File: config.mk
export PLATFORM = sky130hd
export DESIGN_NAME = sys_bridge
export DESIGN_NICKNAME = d
export VERILOG_FILES = /design/src/rtl/bridge_pkg.sv /design/src/rtl/bridge_decode.sv /design/src/rtl/sys_bridge.sv
export SDC_FILE = /design/constraint.sdc
export NUM_CORES = 1
export LEC_CHECK = 0
export ABC_AREA = 1
export CORE_MARGIN = 2
export CORE_UTILIZATION = 41
export DETAILED_ROUTE_END_ITERATION = 7
export GPL_ROUTABILITY_DRIVEN = 0
export PLACE_DENSITY_LB_ADDON = 0.25
export SLEW_MARGIN = 20
export SYNTH_ARGS = -nofsm -noshare
export SYNTH_HDL_FRONTEND = slang
export SYNTH_SLANG_ARGS = --single-unit
File: constraint.sdc
create_clock -name clk -period 3.75 [get_ports clk]
set_input_delay 0.75 -clock clk [delete_from_list [all_inputs] [get_ports clk]]
set_output_delay 0.75 -clock clk [all_outputs]
set_load 0.03 [all_outputs]
File: src/rtl/bridge_pkg.sv
// Shared types and defaults for the CPU-to-peripheral bridge (sys_bridge).
// Holds the FSM state enum, the address type and the window-match helper.
package bridge_pkg;

  typedef enum logic [1:0] {
    IDLE   = 2'd0,
    ACCESS = 2'd1,
    RESP   = 2'd2
  } state_t;

  typedef logic [31:0] addr_t;

  localparam int unsigned DEF_WIN_BYTES = 12;
  localparam int unsigned DEF_TO_CYCLES = 255;

  // Offset form avoids wrap-around when a window sits at the top of the map.
  function automatic logic in_window(addr_t addr, addr_t base, int unsigned win);
    return (addr >= base) && ((addr - base) < addr_t'(win));
  endfunction

endpackage

File: src/rtl/bridge_decode.sv
// Address decoder for sys_bridge: maps a byte address to a one-hot channel
// hit vector; overlapping windows resolve to the lowest channel index.
module bridge_decode
  import bridge_pkg::*;
#(
  parameter int                NCH       = 4,
  parameter logic [NCH*32-1:0] BASE_LIST = '0,
  parameter int unsigned       WIN_BYTES = DEF_WIN_BYTES
) (
  input  logic [31:0]    addr,
  output logic [NCH-1:0] hit_vec,
  output logic           hit
);

  // NOTE: every always_comb output gets a default first, so no path infers a latch.
  always_comb begin
    hit_vec = '0;
    // Descending scan: a lower index found later overwrites a higher one.
    for (int i = NCH - 1; i >= 0; i--) begin
      if (in_window(addr, BASE_LIST[i*32 +: 32], WIN_BYTES)) begin
        hit_vec    = '0;
        hit_vec[i] = 1'b1;
      end
    end
  end

  assign hit = |hit_vec;

endmodule

File: src/rtl/sys_bridge.sv
// CPU request to NCH peripheral-channel bridge: IDLE -> ACCESS -> RESP.
// Define BRIDGE_TIMEOUT_EN to add an 8-bit ack timeout in ACCESS.
module sys_bridge
  import bridge_pkg::*;
#(
  parameter int                NCH       = 4,
  parameter logic [NCH*32-1:0] BASE_LIST = {32'h7f30, 32'h7f20, 32'h7f10, 32'h7f00},
  parameter int unsigned       WIN_BYTES = DEF_WIN_BYTES,
  parameter int unsigned       TO_CYCLES = DEF_TO_CYCLES
) (
  input  logic              clk,
  input  logic              reset,
  input  logic              req_valid,
  output logic              req_ready,
  input  logic [31:0]       req_addr,
  input  logic [3:0]        req_byteen,
  input  logic [31:0]       req_wdata,
  output logic              rsp_valid,
  output logic [31:0]       rsp_rdata,
  output logic              rsp_err,
  output logic [NCH-1:0]    dev_sel,
  output logic [31:0]       dev_addr,
  output logic [3:0]        dev_byteen,
  output logic [31:0]       dev_wdata,
  input  logic [NCH*32-1:0] dev_rdata,
  input  logic [NCH-1:0]    dev_ack
);

  state_t         state;
  logic [NCH-1:0] hit_vec;
  logic           hit;
  logic [31:0]    sel_rdata;
  logic           sel_ack;

`ifdef BRIDGE_TIMEOUT_EN
  logic [7:0] to_cnt;
`endif

  bridge_decode #(
    .NCH       (NCH),
    .BASE_LIST (BASE_LIST),
    .WIN_BYTES (WIN_BYTES)
  ) u_decode (
    .addr    (req_addr),
    .hit_vec (hit_vec),
    .hit     (hit)
  );

  // dev_sel is one-hot, so an OR of the gated lanes is the selected lane.
  always_comb begin
    sel_rdata = '0;
    for (int i = 0; i < NCH; i++) begin
      if (dev_sel[i]) sel_rdata |= dev_rdata[i*32 +: 32];
    end
  end

  assign sel_ack = |(dev_ack & dev_sel);

  // NOTE: sequential state uses non-blocking assignments only, so every
  // register sees pre-edge values regardless of statement order.
  always_ff @(posedge clk or posedge reset) begin
    if (reset) begin
      state      <= IDLE;
      req_ready  <= 1'b1;
      rsp_valid  <= 1'b0;
      rsp_rdata  <= '0;
      rsp_err    <= 1'b0;
      dev_sel    <= '0;
      dev_addr   <= '0;
      dev_byteen <= '0;
      dev_wdata  <= '0;
`ifdef BRIDGE_TIMEOUT_EN
      to_cnt     <= '0;
`endif
    end else begin
      case (state)
        IDLE: begin
          if (req_valid) begin
            req_ready <= 1'b0;
            if (hit) begin
              state      <= ACCESS;
              dev_sel    <= hit_vec;
              dev_addr   <= req_addr;
              dev_byteen <= req_byteen;
              dev_wdata  <= req_wdata;
`ifdef BRIDGE_TIMEOUT_EN
              to_cnt     <= '0;
`endif
            end else begin
              state     <= RESP;
              rsp_valid <= 1'b1;
              rsp_err   <= 1'b1;
              rsp_rdata <= '0;
            end
          end
        end

        ACCESS: begin
          if (sel_ack) begin
            state     <= RESP;
            rsp_valid <= 1'b1;
            rsp_err   <= 1'b0;
            rsp_rdata <= (dev_byteen == 4'd0) ? sel_rdata : '0;
            dev_sel   <= '0;
          end
`ifdef BRIDGE_TIMEOUT_EN
          else if (to_cnt == 8'(TO_CYCLES - 1)) begin
            state     <= RESP;
            rsp_valid <= 1'b1;
            rsp_err   <= 1'b1;
            rsp_rdata <= '0;
            dev_sel   <= '0;
          end else begin
            to_cnt <= to_cnt + 8'd1;
          end
`endif
        end

        RESP: begin
          state     <= IDLE;
          req_ready <= 1'b1;
          rsp_valid <= 1'b0;
          rsp_rdata <= '0;
          rsp_err   <= 1'b0;
        end

        default: begin
          state     <= IDLE;
          req_ready <= 1'b1;
          rsp_valid <= 1'b0;
          dev_sel   <= '0;
        end
      endcase
    end
  end

endmodule

Word-level counts from Yosys, hierarchy flattened

Cells that the tools add are included.
Widths: inputs -> output; s select.

Register bits: 109
Bits of input ports: 203
Output and inout port bits: 107

Add/sub/neg operators: 4
Magnitude comparators: 8
Eq/ne operators: 6
Muxes and demuxes: 29
Bitwise logic cells: 6
Reduce and logical (&&, ||, !) cells: 15

Operators with widths:

| operator               | count |
|---|---|
| $mux 32                | 8 |
| $ge 32x15->1 const B   | 4 |
| $lt 32x4->1 const B    | 4 |
| $sub 32x15->32 const B | 4 |
| $or 32x32->32          | 3 |
| $pmux 32 s3            | 1 |
| $mux 4                 | 7 |
| $pmux 4 s3             | 1 |
| $ne 2x2->1 const B     | 4 |
| $reduce_and 4->1       | 2 |
| $reduce_or 4->1        | 2 |
| $mux 2                 | 3 |
| $reduce_and 3->1       | 2 |
| $mux 1                 | 5 |
| $and 4x4->4            | 1 |
| $logic_and 1x1->1      | 4 |
| $logic_not 4->1        | 1 |
| $pmux 1 s2             | 2 |
| $pmux 2 s2             | 1 |
| $reduce_and 2->1       | 2 |
| $pmux 1 s3             | 1 |
| $reduce_bool 3->1      | 1 |
| $eq 2x1->1 const B     | 1 |
| $eq 2x2->1 const B     | 1 |
| other kinds (2)        | 3 |

Logic depth before layout (Yosys ltp)

Word-level depth: 11
Gate-level depth with buffers: 24
Gate-level depth less buffers: 21

By module

A second synthesis with hierarchy kept.

Cell total of the unflattened synthesis: 1214
Area, all modules: 8116.5 um^2

Modules (own cells, without submodules):

| module        | instances | cells an instance | area each (um^2) | sequential area each (um^2) |
|---|---|---|---|---|
| sys_bridge    | 1         | 635               | 5497.8           | 2728.9 |
| bridge_decode | 1         | 579               | 2618.8           | 0.0 |

Worst setup path before layout

OpenSTA, ideal clock, no wires.

Kind: input -> register
Start point: input port req_addr[6]
End point: register dev_wdata[6]
Library setup time: 119 ps
Arrival: 2788 ps
Data required time: 3631 ps
Path slack: 844 ps
Cell stages on the path: 22
Cell sequence: inv_1 -> ha_1 -> nand2_1 -> nand2_1 -> inv_1 -> nand3_4 -> buf_6 -> nand2_1 -> nand2_1 -> nand2_1 -> nor2_1 -> nand2_1 -> nor2_1 -> nand3_1 -> nand2_1 -> inv_2 -> nand2_2 -> nand3_4 -> buf_6 -> buf_6 -> nand2_1 -> o21ai_2

Cells in the longest elaborated chain, start to end: 9

Ends and longest elaborated chain:

| what                         | RTL line            | source |
|---|---|---|
| start, declared              | sys_bridge.sv:15    | `input logic [31:0] req_addr,` |
| $sub 32x15->32               | bridge_pkg.sv:18    | `return (addr >= base) && ((addr - base) < addr_t'(win));` |
| $lt 32x4->1                  | bridge_pkg.sv:18    |  |
| $logic_and 1x1->1            | bridge_pkg.sv:18    |  |
| $mux 4 (3 in a row)          | bridge_decode.sv:20 | `if (in_window(addr, BASE_LIST[i*32 +: 32], WIN_BYTES)) begin` |
| $mux 4 *                     | bridge_decode.sv:20 |  |
| $reduce_or 4->1 *            | bridge_decode.sv:27 | `assign hit = \|hit_vec;` |
| $reduce_and 3->1 (no line) * | -                   |  |
| end signal, assigned         | sys_bridge.sv:85    | `dev_wdata <= req_wdata;` |
| end, declared                | sys_bridge.sv:24    | `output logic [31:0] dev_wdata,` |

Every way passes the cells marked *; elsewhere a longest branch is shown, timed or not.
A chain may end at the register's enable or synchronous reset.

Final worst setup path

Start point: input port req_addr[5]
End point: register state[0]

Cells in the longest elaborated chain, start to end: 11

Ends and longest elaborated chain:

| what                 | RTL line            | source |
|---|---|---|
| $sub 32x15->32       | bridge_pkg.sv:18    |  |
| $lt 32x4->1          | bridge_pkg.sv:18    |  |
| $logic_and 1x1->1    | bridge_pkg.sv:18    |  |
| $mux 4 (3 in a row)  | bridge_decode.sv:20 |  |
| $mux 4 *             | bridge_decode.sv:20 |  |
| $reduce_or 4->1 *    | bridge_decode.sv:27 |  |
| $mux 2 *             | sys_bridge.sv:80    | `if (hit) begin` |
| $mux 2 *             | sys_bridge.sv:78    | `if (req_valid) begin` |
| $pmux 2 s2 *         | sys_bridge.sv:76    | `case (state)` |
| end signal, assigned | sys_bridge.sv:81    | `state <= ACCESS;` |
| end signal, assigned | sys_bridge.sv:90    | `state <= RESP;` |
| end signal, assigned | sys_bridge.sv:100   | `state <= RESP;` |
| end, declared        | sys_bridge.sv:29    | `state_t state;` |

Every way passes the cells marked *; elsewhere a longest branch is shown, timed or not. The select of a mux whose other input is x is not followed.

==> impl_metrics.toml <==
[worst_setup_path]
cp-end-kind = "flop"
worstPathArrival_ns = 3.59
cp_max_fo = 22
reg2regPathDepth = 8
setup.worst_path.class = "input pin to flop"
crit_required_ns = 3.99
start_kind = "input pin"

[die]
fp.dieH_um = 147
start_util_pct = 41.8
rows = 52
die_w_um = 147
dieArea_um2 = 21700
pin_count = 310
core_area_um2 = 20200

[synth]
synthCells = 1298
synth_nets = 1508
netlist.area_leader.share_pct = 32.1
synth-seq-area-share_pct = 32.4
synth_top_area_cell = "dfrtp_1"
ys_types = 34
ys.flop_type = "dfrtp_1"
synth_edf_count = 0
yosysMostFrequentCell = "nand2_1"
ys_top_cells_by_count = "449 x nand2_1, 145 x nor2_1, 138 x inv_1"
synth_area_um2 = 8420
yosys_warnings = 0
syn_avg_cell_area_um2 = 6.49
synth.area.top_cells = "dfrtp_1 32%, nand2_1 20%, nand3_1 6.7%"
synth-seq-cells = 109
synth-async-reset-ratio_pct = 100

[place]
dp_slack_ns = 0.102
hpwl_mm = 25.4
port_buffers = 309
placedInstanceArea_um2 = 12100
dp_cells = 1890

[routing]
antenna_left = 0
firstDrtPassIters = 6
drc = 0
routed_via_density = 5.35
drtIter0Drc = 996
via_count = 10198
wl_per_cell_um = 16.8
finalWirelength_mm = 32.0

[cells_and_area]
final_cell_area_um2 = 12400
layout-drive-gt1-share_pct = 10.2
nets = 1841
layout.cells.non_filler = 1905
num-fill-cells = 1908
area_delta_synth_final_pct = 47.5
diodes = 0

[sta]
setup_viol = 0
min_period_ns = 3.34
worst_slew_pin_slew_ns = 0.612
rsz0062_at_grt = "false"
finalClockSkew_ns = 0.00804
hold_violations = 0
max_freq_mhz = 299
relSlewSlack_pct = 59.2
slew_viol_final = 0
setup_slack_ns = 0.405
finalSetupTns_ns = 0
fin_crit_sh_pct = 89.2

[flow_run]
maxCapViolCount = 0

[global_route]
grt_pass1_wl_mm = 49.5
grt_antenna_before_repair = 0
grt_max_degree = 110
grt_pass1_vias = 9415
grt_usage_pct = 28.6
overflow = 0

[clock_tree]
cts_buffer_depth = 2
path_clk_slew_ns = 0.07
numCtsBuffers = 9
cts_tree = "yes"
clkLatencyLatePin_ns = 0.36
post_cts_resized = 0
htreeDepth = 3
post-cts-setup-buffer-count = 0
cts_sinks = 109
postCtsHoldBufs = 0
root_buffer = "clkbuf_16"

[pwr]
p_total_mw = 3.23
comb_power_share_pct = 32.4
p_per_area_nw_per_um2 = 260
power.switching_mw = 1.07
p_sw_share_pct = 33.0
seq_power_share_pct = 37.9
p_int_mw = 2.16
leakagePower_nw = 6.03
p_clk_share_pct = 29.7
ir_drop_v = 0.000189

[run_status]
status = "completed"

[min_path]
min_path_cells = 2
hp-class = "flop to flop"
==> critical path, stage by stage <==
cell and delay (ns):
clkdlybuf4s50_1 0.51, inv_1 0.11, ha_1 0.23, buf_4 0.14, nand2_1 0.13, nand2_2 0.08, nand2_2 0.09, nand2_2 0.15
nand2_1 0.13, nand2_1 0.07, nand2_1 0.07, inv_1 0.05, nand2_1 0.05, nor2_1 0.04, nand3_1 0.08, nand2_1 0.10
buf_4 0.16, o21ai_4 0.14, buf_4 0.27, nand2_1 0.11, o21a_1 0.11
==> final timing paths <==
kind	from	end	slack [ns]
setup reg to reg	state[1]$_DFFE_PP0P_	rsp_rdata[15]$_DFFE_PP0P_	1.56
hold reg to reg	dev_addr[9]$_DFFE_PP0P_	dev_addr[9]$_DFFE_PP0P_	0.47
setup / recovery	req_addr[5]	state[0]$_DFFE_PP0P_	0.41
max in group asynchronous	reset	dev_addr[4]$_DFFE_PP0P_	2.36
hold / removal	dev_addr[9]$_DFFE_PP0P_	dev_addr[9]$_DFFE_PP0P_	0.47
min in group asynchronous	reset	rsp_rdata[18]$_DFFE_PP0P_	0.89
==> through the flow <==
step           hold slack (ns)  util [%]
6_report                 0.468      61.6
2_1_floorplan            0.519         -
4_1_cts                  0.471      61.6
5_1_grt                  0.487      61.6
3_3_place_gp             0.447      60.1
3_5_place_dp             0.454      60.1
==> per-layer routing <==
| metal | global-route usage (%) | vias up | wire length (um) |
|---|---|---|---|
| li1 | - | 4872 | - |
| met1 | 36.8 | 4668 | 13100 |
| met2 | 46.6 | 535 | 14700 |
| met3 | 5.96 | 123 | 2700 |
| met4 | 12.9 | 0 | 1460 |
| met5 | 0 | - | 0 |
==> cell type report <==
| class | count | area, um^2 | share of cell area [%] |
|---|---|---|---|
| Clock buffer | 12 | 246 | 1.98 |
| Clock inverter | 3 | 43.8 | 0.353 |
| Inverter | 152 | 573 | 4.61 |
| Multi-Input combinational cell | 972 | 4750 | 38.2 |
| Sequential cell | 109 | 2730 | 22.0 |
| Tap cell | 270 | 338 | 2.72 |
| Timing Repair Buffer | 387 | 3740 | 30.1 |
==> registers in the layout, summed over array words and instances (netlist names) <==
| register | cells |
|---|---|
| dev_byteen | 4 |
| dev_sel | 4 |
| rsp_rdata | 32 |
| dev_addr | 32 |
| rsp_valid | 1 |
| rsp_err | 1 |
| dev_wdata | 32 |
| req_ready | 1 |
| state | 2 |
==> kinds of logic (layout without fill, tap and decap cells) <==
| logic type | after synthesis | in the layout | share of synthesized area [%] |
|---|---|---|---|
| AO/OA/AOI/OAI | 134 | 134 | 11.7 |
| XOR/XNOR | 11 | 11 | 1.14 |
| buffers and inverters | 217 | 554 | 11.2 |
| AND/OR/NAND/NOR | 820 | 820 | 42.5 |
| flip-flops | 109 | 109 | 32.4 |
| adder cells (fa/ha/maj) | 7 | 7 | 1.04 |
==> power by group through the flow <==
stage	sequential [mW]	combinational (mW)	clock [mW]
2_1_floorplan	1.27	0.506	0
3_3_place_gp	1.24	1.02	0
3_5_place_dp	1.25	1.03	0
4_1_cts	1.22	1.04	0.975
5_1_grt	1.23	1.14	1.02
6_report	1.22	1.05	0.960
==> cell usage in the layout (no fill, tap or decap), types with 6 or more instances in the layout <==
cell type / instances
nand2_1: 449
clkdlybuf4s50_1: 309
nor2_1: 145
inv_1: 137
nand3_1: 112
dfrtp_1: 108
buf_4: 73
nand4_1: 61
a22o_1: 32
a221oi_1: 32
o21ai_1: 28
nand2_2: 20
o21ai_2: 16
nor2_2: 12
inv_2: 12
a21oi_1: 12
xor2_1: 11
o21ai_0: 11
clkbuf_16: 9
nor2_4: 7
ha_1: 7
nor3_1: 6
No activity file was read; power rests on OpenSTA's default activity.
